$ cat src/rtl/line_rr_arbiter.sv
// Line-granular round-robin arbiter: NumSrc framed sources onto one stream, beats tagged with source id.
// Latency 1 (OutputReg=1, skid-buffered) or 0; stalls only the granted source under backpressure.
module line_rr_arbiter #(
  parameter int unsigned Width     = 64,
  parameter int unsigned NumSrc    = 4,
  parameter bit          OutputReg = 1'b1,
  localparam int unsigned IdW      = (NumSrc > 1) ? $clog2(NumSrc) : 1
) (
  input  logic                               clk_i,
  input  logic                               rst_i,
  input  logic [NumSrc-1:0]                  s_valid_i,
  output logic [NumSrc-1:0]                  s_ready_o,
  input  logic [NumSrc-1:0]                  s_sof_i,
  input  logic [NumSrc-1:0]                  s_eol_i,
  input  logic [0:NumSrc-1][Width-1:0]       s_data_i,
  output logic                               m_valid_o,
  input  logic                               m_ready_i,
  output logic                               m_sof_o,
  output logic                               m_eol_o,
  output logic [IdW-1:0]                     m_id_o,
  output logic [Width-1:0]                   m_data_o
);

  typedef enum logic {IDLE, LOCKED} state_e;

  typedef struct packed {
    logic             sof;
    logic             eol;
    logic [IdW-1:0]   id;
    logic [Width-1:0] data;
  } beat_t;

  state_e         state_q;
  logic [IdW-1:0] ptr_q, grant_q;
  logic [IdW-1:0] pick, idx;
  logic           found;
  logic           int_vld, int_rdy;
  beat_t          in_beat;

  // Search starts at ptr and wraps, so the source after the last winner has priority.
  always_comb begin
    found = 1'b0;
    pick  = ptr_q;
    idx   = ptr_q;
    for (int k = 0; k < int'(NumSrc); k++) begin
      if (!found && s_valid_i[idx]) begin
        found = 1'b1;
        pick  = idx;
      end
      idx = (idx == IdW'(NumSrc - 1)) ? '0 : idx + IdW'(1);
    end
  end

  always_comb begin
    s_ready_o = '0;
    int_vld   = 1'b0;
    in_beat   = '0;
    if (state_q == LOCKED) begin
      s_ready_o[grant_q] = int_rdy;
      int_vld            = s_valid_i[grant_q];
      in_beat.sof        = s_sof_i[grant_q];
      in_beat.eol        = s_eol_i[grant_q];
      in_beat.id         = grant_q;
      in_beat.data       = s_data_i[grant_q];
    end
  end

  // The new grant is only decided in IDLE, which gives the one-cycle bubble between lines.
  always_ff @(posedge clk_i) begin
    if (rst_i) begin
      state_q <= IDLE;
      ptr_q   <= '0;
      grant_q <= '0;
    end else begin
      case (state_q)
        IDLE: begin
          if (found) begin
            grant_q <= pick;
            state_q <= LOCKED;
          end
        end
        LOCKED: begin
          if (int_vld && int_rdy && s_eol_i[grant_q]) begin
            ptr_q   <= (grant_q == IdW'(NumSrc - 1)) ? '0 : grant_q + IdW'(1);
            state_q <= IDLE;
          end
        end
      endcase
    end
  end

  if (OutputReg) begin : g_reg
    beat_t main_q, skid_q;
    logic  main_vld_q, skid_vld_q;

    // Ready comes from the skid flag alone, keeping m_ready_i off the source ready path.
    assign int_rdy = ~skid_vld_q;

    always_ff @(posedge clk_i) begin
      if (rst_i) begin
        main_q     <= '0;
        skid_q     <= '0;
        main_vld_q <= 1'b0;
        skid_vld_q <= 1'b0;
      end else if (!main_vld_q || m_ready_i) begin
        if (skid_vld_q) begin
          main_q     <= skid_q;
          main_vld_q <= 1'b1;
          skid_vld_q <= 1'b0;
        end else begin
          main_q     <= in_beat;
          main_vld_q <= int_vld;
        end
      end else if (int_vld && int_rdy) begin
        skid_q     <= in_beat;
        skid_vld_q <= 1'b1;
      end
    end

    assign m_valid_o = main_vld_q;
    assign m_sof_o   = main_q.sof;
    assign m_eol_o   = main_q.eol;
    assign m_id_o    = main_q.id;
    assign m_data_o  = main_q.data;
  end else begin : g_comb
    assign int_rdy   = m_ready_i;
    assign m_valid_o = int_vld;
    assign m_sof_o   = in_beat.sof;
    assign m_eol_o   = in_beat.eol;
    assign m_id_o    = in_beat.id;
    assign m_data_o  = in_beat.data;
  end

endmodule
$ cat config.mk
export PLATFORM = sky130hd
export DESIGN_NAME = line_rr_arbiter
export DESIGN_NICKNAME = d
export VERILOG_FILES = /design/src/rtl/line_rr_arbiter.sv
export SDC_FILE = /design/constraint.sdc
export NUM_CORES = 1
export LEC_CHECK = 0
export BUFFER_PORTS_ARGS = -buffer_cell sky130_fd_sc_hd__buf_4
export CORE_MARGIN = 1.5
export CORE_UTILIZATION = 40
export CTS_BUF_LIST = sky130_fd_sc_hd__clkbuf_4 sky130_fd_sc_hd__clkbuf_8
export DETAILED_ROUTE_END_ITERATION = 12
export PLACE_DENSITY = 0.69
export SYNTH_ARGS = -nofsm -noshare
export SYNTH_HDL_FRONTEND = slang
export SYNTH_SLANG_ARGS = --single-unit
export TNS_END_PERCENT = 5
$ cat constraint.sdc
create_clock -name clk_i -period 3.5 [get_ports clk_i]
set_clock_uncertainty 0.1 [all_clocks]
set_input_delay 0 -clock clk_i [delete_from_list [all_inputs] [get_ports clk_i]]
set_output_delay 0 -clock clk_i [all_outputs]
set_load 0.02 [all_outputs]
# After elaboration in Yosys (flattened, before gate mapping)
# Cells that the tools add are included.
# W data, S select, Z words.
[totals]
input_bits = 271
reg_bits = 143
word_cells = 86
[classes]
muxes = 38
n_bitwise = 5
add_sub_neg = 4
magnitude_cmp = 7
n_eq_ne = 4
n_reduce_logical = 15
[ops]
columns = ["operator", "count"]
rows = [
  ["$mux W68", 2],
  ["$bmux W64 S2", 1],
  ["$mux W64", 2],
  ["$mux W1", 16],
  ["$lt A2 B3 Y1 const B", 5],
  ["$bmux W1 S2", 7],
  ["$mux W2", 7],
  ["$add A2 B1 Y2 const B", 4],
  ["$eq A2 B2 Y1 const B", 4],
  ["$logic_and A1 B1 Y1", 6],
  ["$reduce_and A2 Y1", 3],
  ["$and A4 B4 Y4", 1],
  ["$logic_not A1 Y1", 4],
  ["$mux W4", 1],
  ["$ge A3 B3 Y1 const B", 1],
  ["$not A1 Y1", 3],
  ["$not A2 Y3", 1],
  ["$demux W1 S2", 1],
  ["$ge A2 B1 Y1 const B", 1],
  ["$pmux W1 S2", 1],
  ["$reduce_or A2 Y1", 1],
  ["$logic_or A1 B1 Y1", 1],
]

# Longest topological paths before layout
# Gate-level depths: netlist (run 1).
[depth]
word_depth = 14
mapped_depth = 8
mapped_depth_nobuf = 7

# Worst setup path after synthesis (run 1)
# Ideal clock, no wire load.
[synth_timing]
path_kind = "register -> register"
startpoint = "reg ptr_q[0]"
endpoint = "reg grant_q[0]"
synth_period_minus_slack_ps = 2083
slack_ps = 1417
arrival_ps = 1925
path_stages_with_launch = 8
cell_sequence = "dfxtp_1 ha_1 mux2i_2 nand2_1 o41ai_2 a221oi_1 a311oi_1 a31o_1"
[synth_via]
elab_chain_cells = 13
word_cells_on_any_way = 31
[synth_rtl]
columns = ["element", "line_no", "rtl"]
rows = [
  ["from (decl)", "34", "logic [IdW-1:0] ptr_q, grant_q;"],
  ["from (signal assigned)", "84", "ptr_q <= (grant_q == IdW'(NumSrc - 1)) ? '0 : grant_q + IdW'(1);"],
  ["branches (longest 13 deep; another with $add A2 B1 Y2)", "-", ""],
  ["to (signal assigned)", "78", "grant_q <= pick;"],
  ["to (decl)", "34", ""],
]
# Parallel ways; which one is timed is not known. The select of a mux whose other input is x is not followed.
# A chain may end at the register's enable or synchronous reset.

# Final worst setup path (run 1)
[layout_timing]
startpoint = "reg ptr_q[1]"
endpoint = "reg grant_q[0]"
# The elaborated chain is that of the path after synthesis.

==> qor.yml, run 1 <==
routing:
  avgRoutedWirePerCell_um: 15.7
  drt-initial-drc-count: 398
  vias_per_cell: 5.27
  drt-pass1-iter-count: 7
  final_antenna_net_count: 0
  drc: 0
  routed_wl_um: 23400
  vias: 7869
clocking:
  clk_latency_ns: 0.44
  cts-root-buf: "clkbuf_8"
  clk_pin_slew_ns: 0.08
  numCtsBuffers: 17
  clkSinkCount: 143
  htree_num_levels: 4
  cts_tree: "yes"
  clockBufferDepth: 2
  cts_resized: 0
worst_setup_path:
  cp_data_arrival_time_ns: 2.99
  required_ns: 3.79
  cp_max_fo: 14
  path_cells: "ha_1 -> mux2i_2 -> nand2_1 -> o41ai_2 -> a221oi_1 -> a311oi_1 -> a31o_1"
  cpPeakStageDelay_ns: 0.66
  critPathKind: "reg2reg"
  cpMaxStageDelayCell: "ha_1"
  endpoint_kind: "register"
  r2r_slack_ns: 0.80
  start_kind: "register"
grt:
  grt_pass1_wl_um: 35800
  grt_max_degree: 99
  overflow: 0
  grt.total_usage_pct: 22.0
  grt_pass1_vias: 7337
  antenna_found_initial: 1
synthesis:
  ys_types: 46
  synth_enable_flop_cells: 0
  synth_area_sq_mm: 0.00793
  synth_top_area_cell: "dfxtp_1"
  syn_nets: 1209
  syn_inst: 933
  yosys.area.top_type_share_pct: 36.1
  synth.most_common_cell: "nor2_1"
  async_flop_share_pct: 0
  syn_avg_cell_area_sq_um: 8.50
  seq_area_frac_synth_pct: 36.1
  synth_commonest_cells: "nor2_1 (213), dfxtp_1 (143), nand2_1 (139)"
  yosys_warnings: 0
  ys.flop_type: "dfxtp_1"
  synth_top_cells_by_area: "dfxtp_1 (36%), mux4_2 (19%), nor2_1 (10%)"
  ys_ff_latch: 143
placement:
  dp_cells: 1460
  pre_cts_ws_ns: 0.887
  portBuffers: 343
  hpwl_um: 17000
  globalplace.congestion: 0.841
sta:
  final.setup.tns_ns: 0
  setup_violations: 0
  rsz0062_at_grt: "false"
  slew_headroom_pct: 34.6
  drv_slew: 0
  setup_slack_ns: 0.800
  fmax_mhz: 370
  fin_crit_ns: 2.70
  fin_crit_sh_pct: 77.1
  hold_viol: 0
  tightest_slew_ns: 0.982
worst_hold_path:
  hp-class: "in2reg"
floorplan:
  initial_utilization_pct: 40.8
  die_w_um: 144
  die_h_um: 144
  dieArea_sq_mm: 0.0207
  core_sq_mm: 0.0195
  rows: 51
  io_pins: 344
outcome:
  outcome: "completed"
finish:
  fin_cells: 1493
  fill_cells: 1862
  syn2layout_area_growth_pct: 38.4
  drive_above_1_share_pct: 38.1
  nNetsFinal: 1491
power_and_ir_drop:
  p_seq_share_pct: 39.7
  p_clk_share_pct: 29.1
  switchingPower_uw: 1390
  ir_drop_v: 0.000206
  power_density_mw_per_mm2: 416
  p_int_uw: 3180
  p_leak_uw: 0.00445
  swShare_pct: 30.4
  p_comb_share_pct: 31.1
flow_run:
  maxCapViolations: 0
-- per-layer routing --
layer  wire length, um  part of all wire (%)  track usage (%)
met5                 0                     0                0
met4               525                   2.2             8.22
met3              1640                   7.0             5.46
met2             11800                    50             39.0
met1              9470                    40             25.6
-- sequential cells by signal, indices dropped and copies added (netlist names) --
name              count
m_id_o                2
m_eol_o               1
m_data_o             64
g_reg.skid_vld_q      1
m_valid_o             1
ptr_q                 2
grant_q               2
m_sof_o               1
g_reg.skid_q         68
state_q               1
-- critical path: cells and delay by family, from the launching register on --
kind	cells	cell delay, ns
DFF	1	0.44
and+or+nand+nor	1	0.11
AOI/OAI and AO/OA	4	0.97
adders and majority gates	1	0.66
muxes	1	0.36
-- cell usage in the layout, fill, tap and decap left out, drive strengths merged, types with 2 or more instances in the layout --
master and instances:
buf 355, nor2 213, dfxtp 143, nand2 139
a21oi 75, o211ai 70, o21ai 69, mux4 68
clkbuf 22, inv 7, nor2b 6, and2 6
mux2i 6, ha 5, clkinv 5, nor3b 4
nand3b 3, a211oi 3, a221oi 3, nor3 3
bufinv 2, o41ai 2
-- final cells by class --
type / instances / area (sq um) / area share (%)
multi-input combinational: 691 / 4610 / 42.0
clock buffer: 22 / 290 / 2.65
clock inverter: 9 / 109 / 0.992
timing repair buffer: 356 / 2740 / 24.9
antenna: 1 / 2.50 / 0.0228
sequential: 143 / 2880 / 26.2
inverter: 6 / 22.5 / 0.205
tap: 265 / 332 / 3.02
-- cell families (layout without fill, tap and decap cells) --
| logic type | after synthesis | in the layout | share of synthesized area, % |
|---|---|---|---|
| AOI/OAI and AO/OA | 231 | 231 | 17.9 |
| xor gates and xnor gates | 1 | 1 | 0.110 |
| adders and majority gates | 5 | 5 | 0.789 |
| buffers and inverters | 99 | 393 | 5.93 |
| DFF | 143 | 143 | 36.1 |
| muxes | 74 | 74 | 20.1 |
| other | 0 | 1 | 0 |
| and+or+nand+nor | 380 | 380 | 19.1 |
-- power by group through the flow --
stage	combinational (uW)	sequential (uW)	clock (uW)
final	1420	1810	1330
after global routing	1550	1830	1450
after CTS	1440	1810	1370
after detailed placement	1430	1850	0
after global placement	1420	1850	0
after floorplan	828	1910	0
-- final timing paths --
check | from | end | depth (start not counted)
max reg2reg | ptr_q[1] | grant_q[0] | 7
min reg2reg | g_reg.skid_q[65] | g_reg.skid_q[65] | 2
min | s_data_i[194] | g_reg.skid_q[2] | 6
max | ptr_q[1] | grant_q[0] | 7
-- metrics by stage --
stage / area, sq um / utilization [%] / total power, uW / hold slack (ns)
final: 11000 / 56.4 / 4560 / 0.0319
after global routing: 11000 / 56.4 / 4820 / 0.0369
after CTS: 11000 / 56.4 / 4620 / 0.00171
after detailed placement: 10600 / 54.3 / 3280 / 0.336
after global placement: 10600 / 54.3 / 3270 / 0.335
after floorplan: 7930 / - / 2740 / 0.245
-- timing repair --
item | in CTS | in global routing
hold buffers | 1 | 0
endpoints found under the hold margin | 49 | 0
buffers inserted | 0 | 0
Power figures use the tool's default switching activity.
==> run 2: changes to the inputs <==
ABC_AREA = 1   (was unset)
clock period = 2.5 ns   (was 3.5 ns; I/O delays follow)
==> qor.yml, run 2 <==
grt:
  grt_util_met3_pct: 6.98  # +1.5 points
  grt_use_met1_pct: 35.2  # +9.6 points
  overflow: 0  # unchanged
  antenna_found_initial: 0  # -1
  grt.total_usage_pct: 30.4  # +8.4 points
  grt_busiest_layer: "met2"
  grtUsageMet2_pct: 53.1  # +14 points
  grt_pass1_vias: 10500  # +43%
  grt_max_degree: 85  # -14%
  grt_pass1_wl_um: 52000  # +45%
synthesis:
  seq_area_frac_synth_pct: 35.5  # -0.59 points
  ys.flop_type: "dfxtp_1"
  async_flop_share_pct: 0  # unchanged
  ys_types: 22  # -52%
  syn_inst: 1310  # +40%
  synth_top_cells_by_area: "dfxtp_1 (36%), nor2_1 (19%), o21ai_0 (9.4%)"
  syn_nets: 1586  # +31%
  yosys.area.top_type_share_pct: 35.5  # -0.59 points
  synth_enable_flop_cells: 0  # unchanged
  synth_area_sq_mm: 0.00806  # +1.7%
  syn_avg_cell_area_sq_um: 6.16  # -28%
  synth_commonest_cells: "nor2_1 (402), nand2_1 (188), o21ai_0 (151)"
  yosys_warnings: 0  # unchanged
  synth.most_common_cell: "nor2_1"
  ys_ff_latch: 143  # unchanged
  synth_top_area_cell: "dfxtp_1"
finish:
  drive_above_1_share_pct: 23.4  # -15 points
  largest_reg_flops: 68  # unchanged
  fill_cells: 1721  # -7.6%
  final_common_cell: "nor2_1"
  nNetsFinal: 2037  # +37%
  fin_cells: 2038  # +37%
  final_cell_mix: "nor2_1 (401), buf_4 (357), nand2_1 (188)"
  largest-register: "g_reg.skid_q"
  syn2layout_area_growth_pct: 60.4
  antenna_cells: 0  # -1
floorplan:
  core_sq_mm: 0.0196  # +0.66%
  die_h_um: 145  # +0.81%
  rows: 51  # unchanged
  io_pins: 344  # unchanged
  dieArea_sq_mm: 0.0210  # +1.6%
  die_w_um: 145  # +0.81%
  initial_utilization_pct: 41.2  # +0.41 points
worst_setup_path:
  endpoint_kind: "register"
  crit_start: "grant_q[0]"
  cp_max_fo: 22  # +8
  start_kind: "register"
  cp_data_arrival_time_ns: 2.59  # -0.40 ns
  critPathKind: "reg2reg"
  rr_startpoint: "grant_q[0]"
  required_ns: 2.74  # -1.05 ns
sta:
  setup_violations: 0  # unchanged
  hold_viol: 0  # unchanged
  fmax_mhz: 427  # +15%
  tightest_slew_ns: 0.897  # -0.0851 ns
  rsz0062_at_grt: "false"
  fin_crit_ns: 2.34  # -0.356 ns
  setup_slack_ns: 0.156  # -0.644 ns
  slew_headroom_pct: 40.2  # +5.7 points
  final.setup.tns_ns: 0  # unchanged
  drv_slew: 0  # unchanged
  fin_crit_sh_pct: 93.7  # +17 points
flow_run:
  maxCapViolations: 0  # unchanged
worst_hold_path:
  hp-class: "in2reg"
  worstHoldStart: "s_data_i[160]"
clocking:
  clk_latency_ns: 0.44  # about the same
  clk_pin_slew_ns: 0.08  # about the same
  htree_num_levels: 4  # unchanged
  cts_tree: "yes"
  clockBufferDepth: 2  # unchanged
  numCtsBuffers: 17  # unchanged
  cts-root-buf: "clkbuf_8"
  clkSinkCount: 143  # unchanged
power_and_ir_drop:
  p_leak_uw: 0.00557  # +25%
  power_density_mw_per_mm2: 870  # +110%
  ir_drop_v: 0.000544  # +160%
routing:
  vias: 10600  # +35%
  vias_per_cell: 5.20  # -1.4%
  routed_wl_um: 32500  # +39%
  drc: 0  # unchanged
  drt-pass1-iter-count: 7  # unchanged
  final_antenna_net_count: 0  # unchanged
  drt-initial-drc-count: 564  # +42%
  avgRoutedWirePerCell_um: 15.9  # +1.7%
outcome:
  outcome: "completed"
placement:
  globalplace.congestion: 0.887  # +5.4%
  portBuffers: 343  # unchanged
  hpwl_um: 20400  # +20%
  dp_cells: 1831  # +25%
  pre_cts_ws_ns: 0.569  # -0.318 ns
## run 2: repair_timing
action	4_1_cts	5_1_grt
hold buffers	176	0
resized for setup	0	6
hold endpoints to repair	118	0
endpoints found under the setup margin	0	56
buffers inserted	0	0
## run 2: layout make-up
type	count	area, sq um	share of cell area [%]
Inverter	23	88.8	0.687
Sequential cell	143	2870	22.2
Clock buffer	22	290	2.24
Timing Repair Buffer	543	4600	35.6
Tap cell	265	332	2.56
Clock inverter	9	156	1.21
Multi-Input combinational cell	1033	4590	35.5
## run 2: worst paths after layout
| check | to | slack, ns | depth (start not counted) |
|---|---|---|---|
| max reg2reg | g_reg.skid_vld_q | 0.16 | 7 |
| max | g_reg.skid_vld_q | 0.16 | 7 |
| min | g_reg.skid_q[32] | 0.02 | 5 |
| min reg2reg | g_reg.skid_q[66] | 0.37 | 2 |
## run 2: kinds of logic after synthesis
group,Yosys count,share of synthesized area (%)
adder cells (fa/ha/maj),5,0.776
AO/OA/AOI/OAI,351,22.9
flip-flops,143,35.5
buffers and inverters,134,7.79
AND/OR/NAND/NOR,677,33.0
## run 2: metrics by stage
| step | hold WS (ns) | instance area [sq um] | power [uW] | util [%] |
|---|---|---|---|---|
| floorplan | 0.184 | 8060 | 6370 | - |
| detailed placement | 0.268 | 10700 | 8160 | 54.6 |
| global route | 0.0294 | 12900 | 12100 | 66.0 |
| global placement | 0.260 | 10700 | 8140 | 54.6 |
| CTS | 0.000166 | 12900 | 11100 | 65.9 |
| finish | 0.0205 | 12900 | 11300 | 66.0 |
## run 2: worst max-delay path: stages, from the launching register on
cell           delay, ns
dfxtp_4             0.38
inv_4               0.18
nand2_2             0.08
nand3_2             0.06
dlygate4sd3_1       0.57
nand3_2             0.07
dlygate4sd3_1       0.60
a211oi_1            0.21
## run 2: power breakdown
| group | switching [uW] | leakage, uW | total (uW) | internal (uW) |
|---|---|---|---|---|
| clock network | 887 | 0.000226 | 2070 | 1190 |
| registers | 257 | 0.00116 | 2890 | 2630 |
| logic | 3630 | 0.00418 | 6290 | 2660 |
| total | 4780 | 0.00557 | 11300 | 6480 |
## run 2: per-layer routing
metal,wire (um),part of all wire (%),up-vias
met1,13300,41,4846
met3,2310,7.1,75
met5,0,0,-
li1,-,-,5236
met2,15700,48,435
met4,1200,3.7,0
==> run 3: changes to the inputs <==
ABC_AREA = unset   (was 1)
CORE_MARGIN = 1   (was 1.5)
SLEW_MARGIN = 10   (was unset)
==> qor.yml, run 3 (same netlist as run 1, synthesis figures left out) <==
sta:
  fin_crit_ns: 2.31  # -0.0369 ns
  drv_slew: 0  # unchanged
  hold_viol: 0  # unchanged
  fmax_mhz: 434  # +1.6%
  holdWs_ns: 0.0325  # +0.0121 ns
  fin_crit_sh_pct: 92.3  # -1.5 points
  rsz0062_at_grt: "false"
  setup_violations: 0  # unchanged
  final.setup.tns_ns: 0  # unchanged
  tightest_slew_ns: 0.716  # -0.181 ns
  slew_headroom_pct: 52.3  # +12 points
routing:
  drt-pass1-iter-count: 5  # -2
  vias: 7858  # -26%
  avgRoutedWirePerCell_um: 16.2  # +1.6%
  routed_wl_um: 24400  # -25%
  drt-initial-drc-count: 463  # -18%
  wl_met2_um: 12400  # -21%
  vias_per_cell: 5.21  # +0.26%
  top_layer: "met4"
  final_antenna_net_count: 0  # unchanged
  drc: 0  # unchanged
  met1Wirelength_um: 10100  # -24%
  wl_met3_um: 1630  # -29%
clocking:
  clk_latency_ns: 0.45  # about the same
  clockBufferDepth: 2  # unchanged
  clk_pin_slew_ns: 0.09  # about the same
  htree_num_levels: 4  # unchanged
  numCtsBuffers: 17  # unchanged
  clkSinkCount: 143  # unchanged
  cts_tree: "yes"
  cts-root-buf: "clkbuf_8"
finish:
  antenna_cells: 0  # unchanged
  regArea_sq_mm: 0.00288  # +0.13%
  syn2layout_area_growth_pct: 41.5
  fill_cells: 1768  # +2.7%
  largest-register: "g_reg.skid_q"
  multi_input_area_sq_mm: 0.00461  # +0.33%
  largest_reg_flops: 68  # unchanged
  final_util_pct: 57.6  # -8.4 points
  drive_above_1_share_pct: 38.7  # +15 points
  final_common_cell: "buf_4"
  final_cell_mix: "buf_4 (358), nor2_1 (213), nand2_1 (139), dfxtp_1 (139), a21oi_1 (74)"
  nNetsFinal: 1506  # -26%
power_and_ir_drop:
  ir_drop_v: 0.000295  # -46%
  switchingPower_uw: 2020  # -58%
  p_int_uw: 4660  # -28%
  p_seq_share_pct: 37.4  # +12 points
  swShare_pct: 30.2  # -12 points
  power_density_mw_per_mm2: 595  # -32%
  p_comb_share_pct: 31.8  # -24 points
  p_leak_uw: 0.00457  # -18%
  p_clk_share_pct: 30.8  # +12 points
floorplan:
  die_h_um: 143  # -1.5%
  core_sq_mm: 0.0195  # -0.65%
  io_pins: 344  # unchanged
  rows: 51  # unchanged
  initial_utilization_pct: 40.8  # -0.41 points
  dieArea_sq_mm: 0.0204  # -3.0%
  die_w_um: 143  # -1.5%
grt:
  grt_pass1_vias: 7228  # -31%
  overflow: 0  # unchanged
  grt_max_degree: 74  # -13%
  grt_pass1_wl_um: 36600  # -30%
  grt.total_usage_pct: 23.3  # -7.1 points
  antenna_found_initial: 0  # unchanged
worst_setup_path:
  endpoint_kind: "register"
  required_ns: 2.80  # +0.06 ns
  cp_max_fo: 6  # -73%
  start_kind: "register"
  critPathKind: "reg2reg"
  cp_data_arrival_time_ns: 2.60  # about the same
worst_hold_path:
  hp-class: "in2reg"
placement:
  globalplace.congestion: 0.868  # -2.1%
  portBuffers: 343  # unchanged
  hpwl_um: 17200  # -16%
flow_run:
  maxCapViolations: 0  # unchanged
outcome:
  outcome: "completed"
## run 3: cell count changes in the layout (fill, tap and decap cells not counted), sizes merged, moves of 51 or more
cell,change
o211ai,+70
nand2,-51
a31oi,-65
dlygate4sd3,-173
o21ai,-136
nor2,-191
mux4,+68
nand3,-83
## run 3: power groups by stage
| stage | registers (uW) | logic (uW) | clock network [uW] |
|---|---|---|---|
| finish | 2500 | 2120 | 2050 |
| global placement | 2540 | 2060 | 0 |
| floorplan | 2670 | 1160 | 0 |
| detailed placement | 2550 | 2080 | 0 |
| CTS | 2500 | 2090 | 2110 |
| global route | 2520 | 2310 | 2210 |
## run 3: area by class of cell
cell class | instances | area share, %
Clock inverter | 13 | 1.66
Multi-Input combinational cell | 691 | 41.1
Tap cell | 265 | 2.96
Timing Repair Buffer | 371 | 26.2
Inverter | 6 | 0.201
Sequential cell | 143 | 25.6
Clock buffer | 19 | 2.28
## run 3: what timing repair did
item,CTS,global route
hold buffers,3,0
hold endpoints to repair,47,0
setup endpoints to repair,0,1
setup buffers,0,2
gates resized for setup,0,2
## run 3: per-stage QoR
step	power (uW)	setup WS, ns	std cells	instance area [sq um]
2_1_floorplan	3830	0.417	933	7930
3_3_place_gp	4610	0.248	1469	10700
3_5_place_dp	4630	0.232	1469	10700
4_1_cts	6700	0.0518	1504	11100
5_1_grt	7040	0.0770	1508	11200
6_report	6680	0.193	1508	11200
## run 3: path summary, 6_finish.rpt
| check | startpoint | endpoint | slack (ns) | cells after the start |
|---|---|---|---|---|
| worst max-delay path | ptr_q[0] | grant_q[0] | 0.19 | 7 |
| worst max register to register | ptr_q[0] | grant_q[0] | 0.19 | 7 |
| worst min-delay path | s_data_i[75] | g_reg.skid_q[11] | 0.03 | 6 |
| worst min register to register | g_reg.skid_q[63] | g_reg.skid_q[63] | 0.39 | 2 |
## run 3: critical path, cell delays in order (launching register included)
cell and delay, ns:
dfxtp_1 0.32, ha_1 0.41, mux2i_2 0.33, nand2_1 0.10, o41ai_2 0.38, a221oi_1 0.15
a311oi_1 0.27, a31o_1 0.18
## run 3: routing by layer
layer  track usage [%]  up-vias
li1                  -     3889
met1              27.9     3666
met2              41.0      284
met3              5.63       19
met4              6.79        0
met5                 0        -
